### config.mk
export PLATFORM = sky130hd
export DESIGN_NAME = int_ctrl
export DESIGN_NICKNAME = d
export VERILOG_FILES = /design/src/rtl/int_ctrl_pkg.sv /design/src/rtl/int_ctrl_prio_enc6.sv /design/src/rtl/int_ctrl.sv
export SDC_FILE = /design/constraint.sdc
export NUM_CORES = 1
export LEC_CHECK = 0
export ABC_AREA = 1
export BUFFER_PORTS_ARGS = -buffer_cell sky130_fd_sc_hd__buf_2
export CORE_UTILIZATION = 40
export DETAILED_ROUTE_END_ITERATION = 8
export PLACE_DENSITY = 0.77
export SKIP_CTS_REPAIR_TIMING = 1
export SKIP_LAST_GASP = 1
export SYNTH_ARGS = -nofsm -noshare
export SYNTH_HDL_FRONTEND = slang
export SYNTH_SLANG_ARGS = --single-unit
### constraint.sdc
create_clock -name clk -period 2.3 [get_ports clk]
set_input_delay 0.23 -clock clk [delete_from_list [all_inputs] [get_ports clk]]
set_output_delay 0.23 -clock clk [all_outputs]
set_load 0.02 [all_outputs]
### src/rtl/int_ctrl_pkg.sv
// int_ctrl_pkg: shared definitions for the interrupt controller.
//   state_e       - controller FSM state encoding (also exposed on dbg_state)
//   REG_*         - register select values presented on Addr[3:2]
//   HANDLER_ADDR  - fetch redirect target used when PcSel is asserted
//   IRQ_LO/IRQ_HI - range of device interrupt line numbers (2..7)
package int_ctrl_pkg;

  typedef enum logic [1:0] {
    ST_IDLE    = 2'd0,
    ST_ENTER   = 2'd1,
    ST_SERVICE = 2'd2,
    ST_EXIT    = 2'd3
  } state_e;

  localparam logic [1:0]  REG_PEND     = 2'd0;
  localparam logic [1:0]  REG_MASK     = 2'd1;
  localparam logic [1:0]  REG_ACTIVE   = 2'd2;

  localparam logic [31:0] HANDLER_ADDR = 32'h0000_4180;

  localparam int IRQ_LO = 2;
  localparam int IRQ_HI = 7;
  localparam int IRQ_W  = IRQ_HI - IRQ_LO + 1;

endpackage

### src/rtl/int_ctrl_prio_enc6.sv
// prio_enc6: 6-input highest-first priority encoder.
//   req   - request vector, req[0] is line IRQ_LO, req[5] is line IRQ_HI
//   idx   - line number of the highest set request, encoded IRQ_LO..IRQ_HI
//   valid - at least one request is set (idx is 0 otherwise)
module prio_enc6
  import int_ctrl_pkg::*;
(
  input  logic [IRQ_W-1:0] req,
  output logic [2:0]       idx,
  output logic             valid
);

  // Scan upward so the highest set bit is the last one to win.
  always_comb begin
    idx   = 3'd0;
    valid = 1'b0;
    for (int i = 0; i < IRQ_W; i++) begin
      if (req[i]) begin
        idx   = 3'(i + IRQ_LO);
        valid = 1'b1;
      end
    end
  end

endmodule

### src/rtl/int_ctrl.sv
// int_ctrl: interrupt controller between devices, the data bus and cp0.
//   clk, rst            - clock, asynchronous active-high reset
//   DevReq[7:2]         - device lines; a rising edge sets the PEND bit
//   We, Addr, WData     - bus write port (PEND is W1C, MASK is R/W,
//                         ACTIVE is read-only)
//   RData               - combinational read of the selected register
//   HWInt[7:2]          - registered PEND & MASK toward cp0
//   IntReq, InstrValid  - cp0 request and "instruction is interruptible"
//   Eret, MtcWen        - eret commit, software mtc0 write enable
//   Cp0Wen, EXLSet, EXLClr, Flush, PcSel - control pulses to cp0/pipeline
//   dbg_state           - current FSM state
//
// Handshake note: there is no valid/ready pair here; all inputs are
// level-sampled on the rising clk edge and every output pulse lasts
// exactly one cycle of the state that produces it.
module int_ctrl
  import int_ctrl_pkg::*;
(
  input  logic        clk,
  input  logic        rst,
  input  logic [7:2]  DevReq,
  input  logic        We,
  input  logic [3:2]  Addr,
  input  logic [31:0] WData,
  output logic [31:0] RData,
  output logic [7:2]  HWInt,
  input  logic        IntReq,
  input  logic        InstrValid,
  input  logic        Eret,
  input  logic        MtcWen,
  output logic        Cp0Wen,
  output logic        EXLSet,
  output logic        EXLClr,
  output logic        Flush,
  output logic        PcSel,
  output logic [1:0]  dbg_state
);

  state_e      state_q, state_d;
  logic [7:2]  dev_q, dev_d;
  logic [7:2]  pend_q, pend_d;
  logic [7:2]  mask_q, mask_d;
  logic [7:2]  hw_q, hw_d;
  logic [2:0]  active_q, active_d;

  logic [7:2]  rise;
  logic [7:2]  w1c;
  logic [7:2]  pend_masked;
  logic [2:0]  enc_idx;
  logic        enc_valid;
  logic        in_enter;
  logic        in_exit;

  logic        unused_wdata;
  assign unused_wdata = ^{WData[31:8], WData[1:0]};

  prio_enc6 u_prio_enc6 (
    .req   (pend_masked),
    .idx   (enc_idx),
    .valid (enc_valid)
  );

  assign pend_masked = pend_q & mask_q;
  assign in_enter    = (state_q == ST_ENTER);
  assign in_exit     = (state_q == ST_EXIT);

  // Register file and edge detection.
  always_comb begin
    dev_d  = DevReq;
    rise   = DevReq & ~dev_q;
    w1c    = (We && Addr == REG_PEND) ? WData[7:2] : 6'd0;
    // A new edge wins over a same-cycle clear so no event is lost.
    pend_d = (pend_q & ~w1c) | rise;
    mask_d = (We && Addr == REG_MASK) ? WData[7:2] : mask_q;
    hw_d   = pend_masked;

    active_d = active_q;
    if (in_enter) begin
      active_d = enc_valid ? enc_idx : 3'd0;
    end else if (in_exit) begin
      active_d = 3'd0;
    end
  end

  // Next-state logic. Entry is checked before a software eret in IDLE.
  always_comb begin
    state_d = state_q;
    case (state_q)
      ST_IDLE: begin
        if (IntReq && InstrValid) begin
          state_d = ST_ENTER;
        end else if (Eret) begin
          state_d = ST_EXIT;
        end
      end
      ST_ENTER:   state_d = ST_SERVICE;
      ST_SERVICE: if (Eret) state_d = ST_EXIT;
      ST_EXIT:    state_d = ST_IDLE;
      default:    state_d = ST_IDLE;
    endcase
  end

  always_ff @(posedge clk or posedge rst) begin
    if (rst) begin
      state_q  <= ST_IDLE;
      dev_q    <= 6'd0;
      pend_q   <= 6'd0;
      mask_q   <= 6'd0;
      hw_q     <= 6'd0;
      active_q <= 3'd0;
    end else begin
      state_q  <= state_d;
      dev_q    <= dev_d;
      pend_q   <= pend_d;
      mask_q   <= mask_d;
      hw_q     <= hw_d;
      active_q <= active_d;
    end
  end

  // Read mux: PEND/MASK keep their bit positions, ACTIVE is a small number.
  always_comb begin
    RData = 32'd0;
    case (Addr)
      REG_PEND:   RData = {24'd0, pend_q, 2'b00};
      REG_MASK:   RData = {24'd0, mask_q, 2'b00};
      REG_ACTIVE: RData = {29'd0, active_q};
      default:    RData = 32'd0;
    endcase
  end

  // Pulses are decoded from the state register, so reset kills them
  // immediately; MtcWen is gated by rst so Cp0Wen is also quiet in reset.
  assign HWInt     = hw_q;
  assign Cp0Wen    = ~rst & (MtcWen | in_enter | in_exit);
  assign EXLSet    = in_enter;
  assign Flush     = in_enter;
  assign PcSel     = in_enter;
  assign EXLClr    = in_exit;
  assign dbg_state = state_q;

endmodule

# Word-level counts from Yosys, hierarchy flattened
# Cells that the tools add are included.
# W data, S select, Z words.
# op_classes
bitwise	10
eq_ne	5
muxes	20
reduce_logical	6
# op_table
operator	n
$pmux W8 S3	1
$mux W3	7
$and A6 B6 Y6	3
$not A6 Y6	2
$mux W2	4
$pmux W2 S4	1
$eq A2 B2 Y1 const B	3
$mux W1	6
$mux W6	1
$or A6 B6 Y6	1
$eq A2 B1 Y1 const B	2
$logic_not A2 Y1	2
$logic_and A1 B1 Y1	3
$or A1 B1 Y1	2
$reduce_bool A2 Y1	1
$and A1 B1 Y1	1
$not A1 Y1	1
# totals
word_cells	47
register_bits	29
output_inout_bits	45

# Logic depth before layout (Yosys ltp)
# Gate-level depths: netlist of the first run.
# depth
depth_word	9
mapped_depth	8
depth_no_buf	8

# Hierarchy
# Synthesis of the first run repeated with hierarchy kept, for this count alone.
# unflattened
cells_unflattened	188
area_unflattened_um2	1498.9
# modules_own_cells
module	n_inst	area_each_um2	seq_area_each_um2	cells_each
int_ctrl	1	1437.6	725.7	173
prio_enc6	1	61.3	0.0	15

# Worst setup path after synthesis of the first run
# Ideal clock, no wire load.
# synth_path
path_type	register -> output
from	register state_q[0], in the netlist dbg_state[0]
to	output port Flush
arrival_ps	1144
n_path_buf	1
setup_slack_ps	926
required_time_ps	2070
stages_incl_launch_ff	4
path_cell_list	dfrtp_1 -> inv_1 -> nor2_2 -> buf_4
# synth_via
elab_chain_len	1
# synth_rtl
item	line	source
from (decl)	int_ctrl.sv:39	state_e state_q, state_d;
from (signal assigned)	int_ctrl.sv:112	state_q <= state_d;
$eq A2 B1 Y1	int_ctrl.sv:64	assign in_enter = (state_q == ST_ENTER);
to (decl)	int_ctrl.sv:34	output logic Flush,
# Every way passes these cells.

# Worst setup path after layout of the first run
# layout_path
from	register state_q[0], in the netlist dbg_state[0]
to	output port PcSel
# layout_via
elab_chain_len	1
# layout_rtl
item	line	source
$eq A2 B1 Y1	int_ctrl.sv:64	
to (decl)	int_ctrl.sv:35	output logic PcSel,
# Every way passes these cells.

==> results of run 1 <==
-- stage by stage --
| stage | hold slack [ns] | area [um^2] | cells | worst slack, ns | total power, mW |
|---|---|---|---|---|---|
| final | 0.02108 | 1610 | 246 | 0.7245 | 1.240 |
| after global routing | 0.004786 | 1610 | 246 | 0.5714 | 1.322 |
| after CTS | -0.03757 | 1590 | 244 | 0.7133 | 1.253 |
| after detailed placement | 0.3211 | 1535 | 237 | 0.8235 | 0.9445 |
| after global placement | 0.3238 | 1535 | 237 | 0.8590 | 0.9372 |
| after floorplan | 0.2614 | 1471 | 176 | 0.9257 | 0.8854 |
-- power groups by stage --
stage / Combinational [mW] / Clock [mW] / Sequential (mW)
after floorplan: 0.231 / 0 / 0.655
after global placement: 0.309 / 0 / 0.629
after detailed placement: 0.313 / 0 / 0.632
after CTS: 0.314 / 0.318 / 0.621
after global routing: 0.353 / 0.339 / 0.630
final: 0.313 / 0.307 / 0.621
-- state kept, by name, summed over array words and instances, names as in the netlist --
register	cells
pend_q	6
active_q	3
dev_q	6
mask_q	6
dbg_state	2
HWInt	6
-- routing by layer --
| metal | global-route usage, % | vias up |
|---|---|---|
| li1 | - | 514 |
| met1 | 16.78 | 440 |
| met2 | 18.05 | 37 |
| met3 | 5.117 | 8 |
| met4 | 9.740 | 0 |
| met5 | 0 | - |
-- cell type report --
type | instances | share of cell area, %
inverter | 26 | 6.061
clock buffer | 7 | 3.419
tap | 46 | 3.574
multi-input combinational | 94 | 27.43
sequential | 29 | 45.07
timing repair buffer | 44 | 14.45
-- cells in the final DEF, fill, tap and decap left out, drive strengths merged --
cell type,netlist,final
buf,27,42
dfrtp,29,29
nand2,29,29
inv,26,26
conb,1,24
o21ai,22,22
nor2,10,10
clkbuf,0,7
a22o,5,5
dlygate4sd3,0,2
or2,1,1
o211ai,1,1
a21oi,1,1
a22oi,1,1
-- worst register-to-register path, delay by kind of cell (launching register included) --
| kind | cells | cell delay [ns] |
|---|---|---|
| and+or+nand+nor | 1 | 0.22 |
| AOI/OAI and AO/OA | 2 | 0.29 |
| DFF | 1 | 0.47 |
| buffers and inverters | 1 | 0.12 |
-- kinds of logic (layout without fill, tap and decap cells) --
| group | Yosys count | count (layout) | share of synthesized area, % |
|---|---|---|---|
| and+or+nand+nor | 40 | 40 | 11.20 |
| DFF | 29 | 29 | 52.39 |
| AOI/OAI and AO/OA | 30 | 30 | 14.18 |
| buffers and inverters | 53 | 77 | 21.95 |
| other | 1 | 24 | 0.2707 |
-- worst min path at each step --
stage | end | slack, ns | cells past startpoint
floorplan | dev_q[2] | 0.26 | 0
global placement | dbg_state[0] | 0.32 | 3
detailed placement | dbg_state[0] | 0.32 | 3
CTS | dbg_state[0] | -0.04 | 3
global route | dev_q[6] | 0.005 | 1
finish | dev_q[5] | 0.02 | 1
==> flow_metrics.env, run 1 <==
export IMPL_synthTopCellsByArea="dfrtp_1, buf_4, nand2_1"
export IMPL_synthArstFlopShare_pct=100.0
export IMPL_p_per_area_nw_per_um2=770.2
export IMPL_power_share_clock_pct=24.7
export IMPL_synth_area_um2=1385
export IMPL_p_sw_mw=0.4139
export IMPL_intPower_mw=0.8263
export IMPL_antenna_found_initial=0
export IMPL_postLayoutCoreUtil_pct=48.26
export IMPL_post_drt_wl_per_cell_um=9.313
export IMPL_peakVddDrop_mv=0.3509
export IMPL_yosysTopAreaCell="dfrtp_1"
export IMPL_htree_levels=2
export IMPL_fin_crit_ns=1.576
export IMPL_hpwl_um=1711
export IMPL_gr_total_overflow=0
export IMPL_finalCritPeriodShare_pct=68.50
export IMPL_postSynthRegisterBits=29
export IMPL_yosysUniqueCellTypes=16
export IMPL_path_cells="inv_1 -> nor2_2 -> buf_2"
export IMPL_vias_per_cell=4.061
export IMPL_ys_seq_area_share_pct=52.39
export IMPL_syn_to_final_growth_pct=16.26
export IMPL_crit_path_start="dbg_state[0]"
export IMPL_antenna_left=0
export IMPL_hold_path_class="in -> reg"
export IMPL_cts_reportedPaths_clkPinSlew_ns=0.09
export IMPL_r2r_start="dbg_state[0]"
export IMPL_critPathMaxStageDelay_ns=0.47
export IMPL_p_comb_share_pct=25.2
export IMPL_worstSetupEndpointType="output pin"
export IMPL_hold_violations=0
export IMPL_nets=247
export IMPL_synth_edf_count=0
export IMPL_fillers=365
export IMPL_ys_flop_type="dfrtp_1"
export IMPL_yosysTopAreaCellShare_pct=52.39
export IMPL_grt_pass1_vias=775
export IMPL_die_w_um=60.85
export IMPL_yosysWarningCount=0
export IMPL_critPathLaunchType="flip-flop"
export IMPL_drtIter0Drc=50
export IMPL_multi_input_area_um2=441.7
export IMPL_drtPass1Iterations=6
export IMPL_leakagePower_nw=0.9392
export IMPL_std_cell_rows=21
export IMPL_crit_type="reg -> out"
export IMPL_fin_skew_ns=0.009698
export IMPL_cts_max_path_buffers=2
export IMPL_grt_max_degree=30
export IMPL_numCtsBuffers=5
export IMPL_critPathRequiredTime_ns=2.07
export IMPL_cts_sinks=29
export IMPL_crit_end="PcSel"
export IMPL_drv_cap=0
export IMPL_worstSkewPairLatency_ns=0.32
export IMPL_route_vias_total=999
export IMPL_yosys_top_cells_count="dfrtp_1, nand2_1, buf_4"
export IMPL_slowest_stage="dfrtp_1"
export IMPL_die_y_um=60.85
export IMPL_cp_depth=3
export IMPL_swShare_pct=33.37
export IMPL_wl_met2_um=1020
export IMPL_wl_um=2291
export IMPL_met1Wirelength_um=1053
export IMPL_avgSynthCellArea_um2=9.053
export IMPL_start_util_pct=41.51
export IMPL_drive_gt1_share_pct=28.00
export IMPL_r2r_end="active_q[1]"
export IMPL_critical_path_buf_inv_count=2
export IMPL_grt_usage_pct=13.17
export IMPL_reg2reg_slack_ns=1.13
export IMPL_path_delay_family="flip-flops"
export IMPL_topRoutingLayerUsed="met4"
export IMPL_die_area_um2=3702
export IMPL_root_buffer="clkbuf_4"
export IMPL_grt_pass1_wl_um=3318
export IMPL_ioPinCount=92
export IMPL_seqPwrFrac_pct=50.0
export IMPL_hold_start="DevReq[5]"
export IMPL_worst_ep_arrival_time_ns=1.35
export IMPL_cts_tree="built"
export IMPL_worst_r2r_path_depth=4
export IMPL_portBuffers=41
export IMPL_wl_met3_um=157
export IMPL_setup_tns_ns=0
export IMPL_drv_slew=0
export IMPL_gp_congestion=0.7423
export IMPL_seq_area_um2=725.7
export IMPL_post_route_drc_count=0
export IMPL_setup_viol=0
export IMPL_coreArea_um2=3337
export IMPL_crit_fanout=7
export IMPL_syn_inst=153
export IMPL_clock_fmax_ghz=0.6347
export IMPL_rsz0062_at_grt="no"
export IMPL_status="completed"
export IMPL_antennaDiodeCount=0
Note: power is estimated with default switching activity, not from simulation.
==> inputs of run 2 (changes only) <==
--- a/config.mk
+++ b/config.mk
@@ -5,7 +5,7 @@
 export SDC_FILE = /design/constraint.sdc
 export NUM_CORES = 1
 export LEC_CHECK = 0
-export ABC_AREA = 1
+export ABC_AREA = 0
 export BUFFER_PORTS_ARGS = -buffer_cell sky130_fd_sc_hd__buf_2
 export CORE_UTILIZATION = 40
 export DETAILED_ROUTE_END_ITERATION = 8
==> constraint.sdc (replaced) <==
create_clock -name clk -period 1.6 [get_ports clk]
set_input_delay 0.16 -clock clk [delete_from_list [all_inputs] [get_ports clk]]
set_output_delay 0.16 -clock clk [all_outputs]
set_load 0.02 [all_outputs]
==> run 2 against run 1 <==
Register-to-register slack got worse by 0.78 ns. Clock power rose by 99%. Routed wire length grew 4.1%. Sequential cell count unchanged. Die area rose by 2.3%. Non-clock buffer count grew 5. Area after synthesis grew 2.3%. Critical endpoint is now Flush. Sequential share of layout area fell by 3.0 points.
==> flow_metrics.env, run 2 <==
export IMPL_worst_ep_arrival_time_ns=1.28
export IMPL_yosys_top_cells_count="dfrtp_1, buf_4, nand2_1"
export IMPL_postSynthRegisterBits=29
export IMPL_drtPass1Iterations=4
export IMPL_grt_max_degree=30
export IMPL_ioPinCount=92
export IMPL_synthTopCellsByArea="dfrtp_1, buf_4, nand2_1"
export IMPL_drive_gt1_share_pct=30.73
export IMPL_postLayoutCoreUtil_pct=51.34
export IMPL_avgSynthCellArea_um2=10.13
export IMPL_gp_congestion=0.7666
export IMPL_vias_per_cell=4.206
export IMPL_drv_slew=0
export IMPL_hold_path_class="in -> reg"
export IMPL_critPathRequiredTime_ns=1.44
export IMPL_grt_usage_pct=13.31
export IMPL_grt_pass1_wl_um=3381
export IMPL_cts_reportedPaths_clkPinSlew_ns=0.08
export IMPL_final_area_um2=1727
export IMPL_layout_commonest_cell="buf_2"
export IMPL_finalWorstSetupSlack_ns=0.1634
export IMPL_std_cell_rows=21
export IMPL_worstSkewPairLatency_ns=0.32
export IMPL_peakVddDrop_mv=0.6816
export IMPL_pre_cts_ws_ns=0.3732
export IMPL_crit_path_start="dbg_state[0]"
export IMPL_antenna_left=0
export IMPL_antennaDiodeCount=0
export IMPL_yosysTopAreaCellShare_pct=51.19
export IMPL_grt_pass1_vias=767
export IMPL_dp_cells=223
export IMPL_coreArea_um2=3363
export IMPL_portBuffers=41
export IMPL_yosysUniqueCellTypes=25
export IMPL_yosysWarningCount=0
export IMPL_r2r_start="mask_q[5]"
export IMPL_gr_total_overflow=0
export IMPL_worstSetupEndpointType="output pin"
export IMPL_finalCritPeriodShare_pct=89.79
export IMPL_route_vias_total=1001
export IMPL_leakagePower_nw=0.9377
export IMPL_antenna_found_initial=0
export IMPL_clock_fmax_ghz=0.6961
export IMPL_hold_start="WData[7]"
export IMPL_ys_flop_type="dfrtp_1"
export IMPL_hpwl_um=1739
export IMPL_synth_edf_count=0
export IMPL_rsz0062_at_grt="no"
export IMPL_nets=238
export IMPL_synth_area_um2=1418
export IMPL_finalNonFillerCells=238
export IMPL_setup_viol=0
export IMPL_fin_crit_ns=1.437
export IMPL_syn_inst=140
export IMPL_die_area_um2=3786
export IMPL_htree_levels=2
export IMPL_syn_to_final_growth_pct=21.80
export IMPL_start_util_pct=42.15
export IMPL_synthArstFlopShare_pct=100.0
export IMPL_setup_tns_ns=0
export IMPL_root_buffer="clkbuf_4"
export IMPL_post_drt_wl_per_cell_um=10.03
export IMPL_drtIter0Drc=27
export IMPL_cts_tree="built"
export IMPL_wl_um=2386
export IMPL_synth_most_common_cell="dfrtp_1"
export IMPL_cts_sinks=29
export IMPL_crit_fanout=7
export IMPL_layout_common_cells="buf_2, dfrtp_1, conb_1"
export IMPL_p_per_area_nw_per_um2=1179
export IMPL_fin_skew_ns=0.005055
export IMPL_drv_cap=0
export IMPL_hold_violations=0
export IMPL_critPathLaunchType="flip-flop"
export IMPL_die_y_um=61.53
export IMPL_fillers=353
export IMPL_numCtsBuffers=5
export IMPL_yosysTopAreaCell="dfrtp_1"
export IMPL_die_w_um=61.53
export IMPL_placed_area_um2=1569
export IMPL_crit_type="reg -> out"
export IMPL_cts_max_path_buffers=2
export IMPL_post_route_drc_count=0
export IMPL_status="completed"
export IMPL_ys_seq_area_share_pct=51.19
run 2: cell count changes after synthesis, moves of 4 or more:
cell,delta
mux2i_1,+6
o21ai_2,-6
inv_1,-14
nand2_1,-10
a22o_1,-5
o21ai_0,-8
and2_1,+4
nor2_1,+4
run 2: path summary, 6_finish.rpt:
kind	end	depth (start not counted)	slack, ns
setup reg to reg	active_q[2]	4	0.35
hold / removal	mask_q[7]	2	0.06
max in group asynchronous	mask_q[2]	4	0.88
min in group asynchronous	active_q[2]	4	0.46
hold reg to reg	pend_q[6]	1	0.42
setup / recovery	Flush	3	0.16
run 2: per-layer routing:
layer	track usage, %	part of all wire, %
met3	6.723	7.2
met4	6.667	1.9
met5	0	0
met1	15.22	42
met2	20.58	49
run 2: layout make-up:
cell class | count | area (um^2) | area share (%)
multi-input combinational | 94 | 530.5 | 30.72
sequential | 29 | 725.7 | 42.03
inverter | 12 | 45.04 | 2.609
clock inverter | 1 | 30.03 | 1.739
timing repair buffer | 49 | 282.8 | 16.38
clock buffer | 7 | 55.05 | 3.188
tap | 46 | 57.56 | 3.333
run 2: cells by family (layout without fill, tap and decap cells):
| kind of cell | Yosys count | count (layout) | synth area share, % |
|---|---|---|---|
| compound gates | 15 | 15 | 6.355 |
| mux | 12 | 12 | 9.002 |
| simple gates | 43 | 43 | 15.53 |
| flops | 29 | 29 | 51.19 |
| other cells | 1 | 24 | 0.2645 |
| buf+inv | 40 | 69 | 17.65 |
run 2: report_power, final:
group          leakage [nW]  total (mW)  switching, mW  internal [mW]
registers             0.336       0.917         0.0703          0.847
clock network        0.0455       0.612          0.239          0.373
logic                 0.556       0.507          0.315          0.192
run 2: critical path: stages, from the launching register on:
cell and delay [ns]:
dfrtp_1 0.46, inv_2 0.10, nor2_2 0.19, buf_2 0.20
run 2: metrics by stage:
step,hold WS (ns),total power [mW]
2_1_floorplan,0.1914,1.329
3_3_place_gp,0.2530,1.418
3_5_place_dp,0.2550,1.430
4_1_cts,-0.1085,2.053
5_1_grt,0.03940,2.162
6_report,0.05766,2.036
==> inputs of run 3 (changes only) <==
--- a/config.mk
+++ b/config.mk
@@ -9,6 +9,7 @@
 export BUFFER_PORTS_ARGS = -buffer_cell sky130_fd_sc_hd__buf_2
 export CORE_UTILIZATION = 40
 export DETAILED_ROUTE_END_ITERATION = 8
+export MAX_ROUTING_LAYER = met4
 export PLACE_DENSITY = 0.77
 export SKIP_CTS_REPAIR_TIMING = 1
 export SKIP_LAST_GASP = 1
==> run 3 against run 2 <==
Core utilization unchanged. Design area unchanged. Maximum frequency about the same. Non-clock buffer count unchanged. Sequential cell count unchanged. Worst setup slack about the same. Clock power about the same. Final cell count unchanged.
==> flow_metrics.env, run 3 (synthesis results as in run 2) <==
export IMPL_coreArea_um2=3363
export IMPL_cts_reportedPaths_clkPinSlew_ns=0.09
export IMPL_fillers=353
export IMPL_crit_type="reg -> out"
export IMPL_root_buffer="clkbuf_4"
export IMPL_grt_max_degree=30
export IMPL_dp_cells=223
export IMPL_ioPinCount=92
export IMPL_fin_crit_ns=1.437
export IMPL_die_y_um=61.53
export IMPL_worstSetupEndpointType="output pin"
export IMPL_numCtsBuffers=5
export IMPL_reg2reg_slack_ns=0.35
export IMPL_setup_tns_ns=0
export IMPL_leakagePower_nw=0.9377
export IMPL_antennaDiodeCount=0
export IMPL_drv_cap=0
export IMPL_grt_usage_pct=13.69
export IMPL_peakVddDrop_mv=0.6816
export IMPL_htree_levels=2
export IMPL_start_util_pct=42.15
export IMPL_critPathRequiredTime_ns=1.44
export IMPL_finalCritPeriodShare_pct=89.78
export IMPL_hold_ws_ns=0.05679
export IMPL_gr_total_overflow=0
export IMPL_wl_um=2380
export IMPL_die_area_um2=3786
export IMPL_pre_cts_ws_ns=0.3732
export IMPL_post_route_drc_count=0
export IMPL_worst_ep_arrival_time_ns=1.28
export IMPL_antenna_left=0
export IMPL_fin_skew_ns=0.005603
export IMPL_cts_max_path_buffers=2
export IMPL_finalNonFillerCells=238
export IMPL_nets=238
export IMPL_cts_sinks=29
export IMPL_setup_viol=0
export IMPL_rsz0062_at_grt="no"
export IMPL_layout_commonest_cell="buf_2"
export IMPL_clock_fmax_ghz=0.6961
export IMPL_hold_path_class="in -> reg"
export IMPL_post_drt_wl_per_cell_um=10.00
export IMPL_status="completed"
export IMPL_grt_pass1_vias=770
export IMPL_worstSkewPairLatency_ns=0.33
export IMPL_cts_tree="built"
export IMPL_vias_per_cell=4.210
export IMPL_std_cell_rows=21
export IMPL_route_vias_total=1002
export IMPL_die_w_um=61.53
export IMPL_syn_to_final_growth_pct=21.80
export IMPL_portBuffers=41
export IMPL_hpwl_um=1739
export IMPL_drtIter0Drc=25
export IMPL_gp_congestion=0.7769
export IMPL_grt_pass1_wl_um=3367
export IMPL_p_per_area_nw_per_um2=1180
export IMPL_drv_slew=0
export IMPL_power_total_mw=2.037
export IMPL_layout_common_cells="buf_2, dfrtp_1, conb_1"
export IMPL_drtPass1Iterations=4
export IMPL_antenna_found_initial=0
export IMPL_finalWorstSetupSlack_ns=0.1634
export IMPL_critPathLaunchType="flip-flop"
export IMPL_hold_violations=0
export IMPL_drive_gt1_share_pct=30.73
export IMPL_crit_fanout=7
-- run 3: cell counts in the layout (fill, tap and decap cells not counted) --
Identical to the previous run, type by type.
-- run 3: path summary, 6_finish.rpt --
| kind | start | end | cells after the start |
|---|---|---|---|
| max in group asynchronous | rst | mask_q[2] | 4 |
| setup / recovery | dbg_state[0] | Flush | 3 |
| min in group asynchronous | rst | active_q[2] | 4 |
| hold reg to reg | dev_q[6] | pend_q[6] | 1 |
| hold / removal | WData[7] | mask_q[7] | 2 |
| setup reg to reg | mask_q[5] | active_q[2] | 4 |
-- run 3: area by class of cell --
| type | instances | area (um^2) | area share (%) |
|---|---|---|---|
| Multi-Input combinational cell | 94 | 530.5 | 30.72 |
| Sequential cell | 29 | 725.7 | 42.03 |
| Clock buffer | 7 | 55.05 | 3.188 |
| Inverter | 12 | 45.04 | 2.609 |
| Clock inverter | 1 | 30.03 | 1.739 |
| Timing Repair Buffer | 49 | 282.8 | 16.38 |
| Tap cell | 46 | 57.56 | 3.333 |
-- run 3: metrics by stage --
stage	area (um^2)	util [%]
4_1_cts	1654	49.18
3_5_place_dp	1569	46.65
3_3_place_gp	1569	46.65
5_1_grt	1727	51.34
6_report	1727	51.34
2_1_floorplan	1504	-
-- run 3: layer usage --
metal | part of all wire (%) | track usage [%] | routed length, um
met1 | 42 | 15.35 | 1006
met2 | 49 | 20.58 | 1167
met3 | 6.7 | 6.303 | 160
met4 | 1.9 | 6.667 | 46
met5 | 0 | - | 0
-- run 3: critical path, cell delays in order, from the launching register on --
cell,delay [ns]
dfrtp_1,0.46
inv_2,0.10
nor2_2,0.19
buf_2,0.20
-- run 3: where the power goes --
group,switching (mW),total [mW],internal (mW)
logic,0.314,0.507,0.192
clock network,0.240,0.613,0.373
registers,0.0703,0.917,0.847
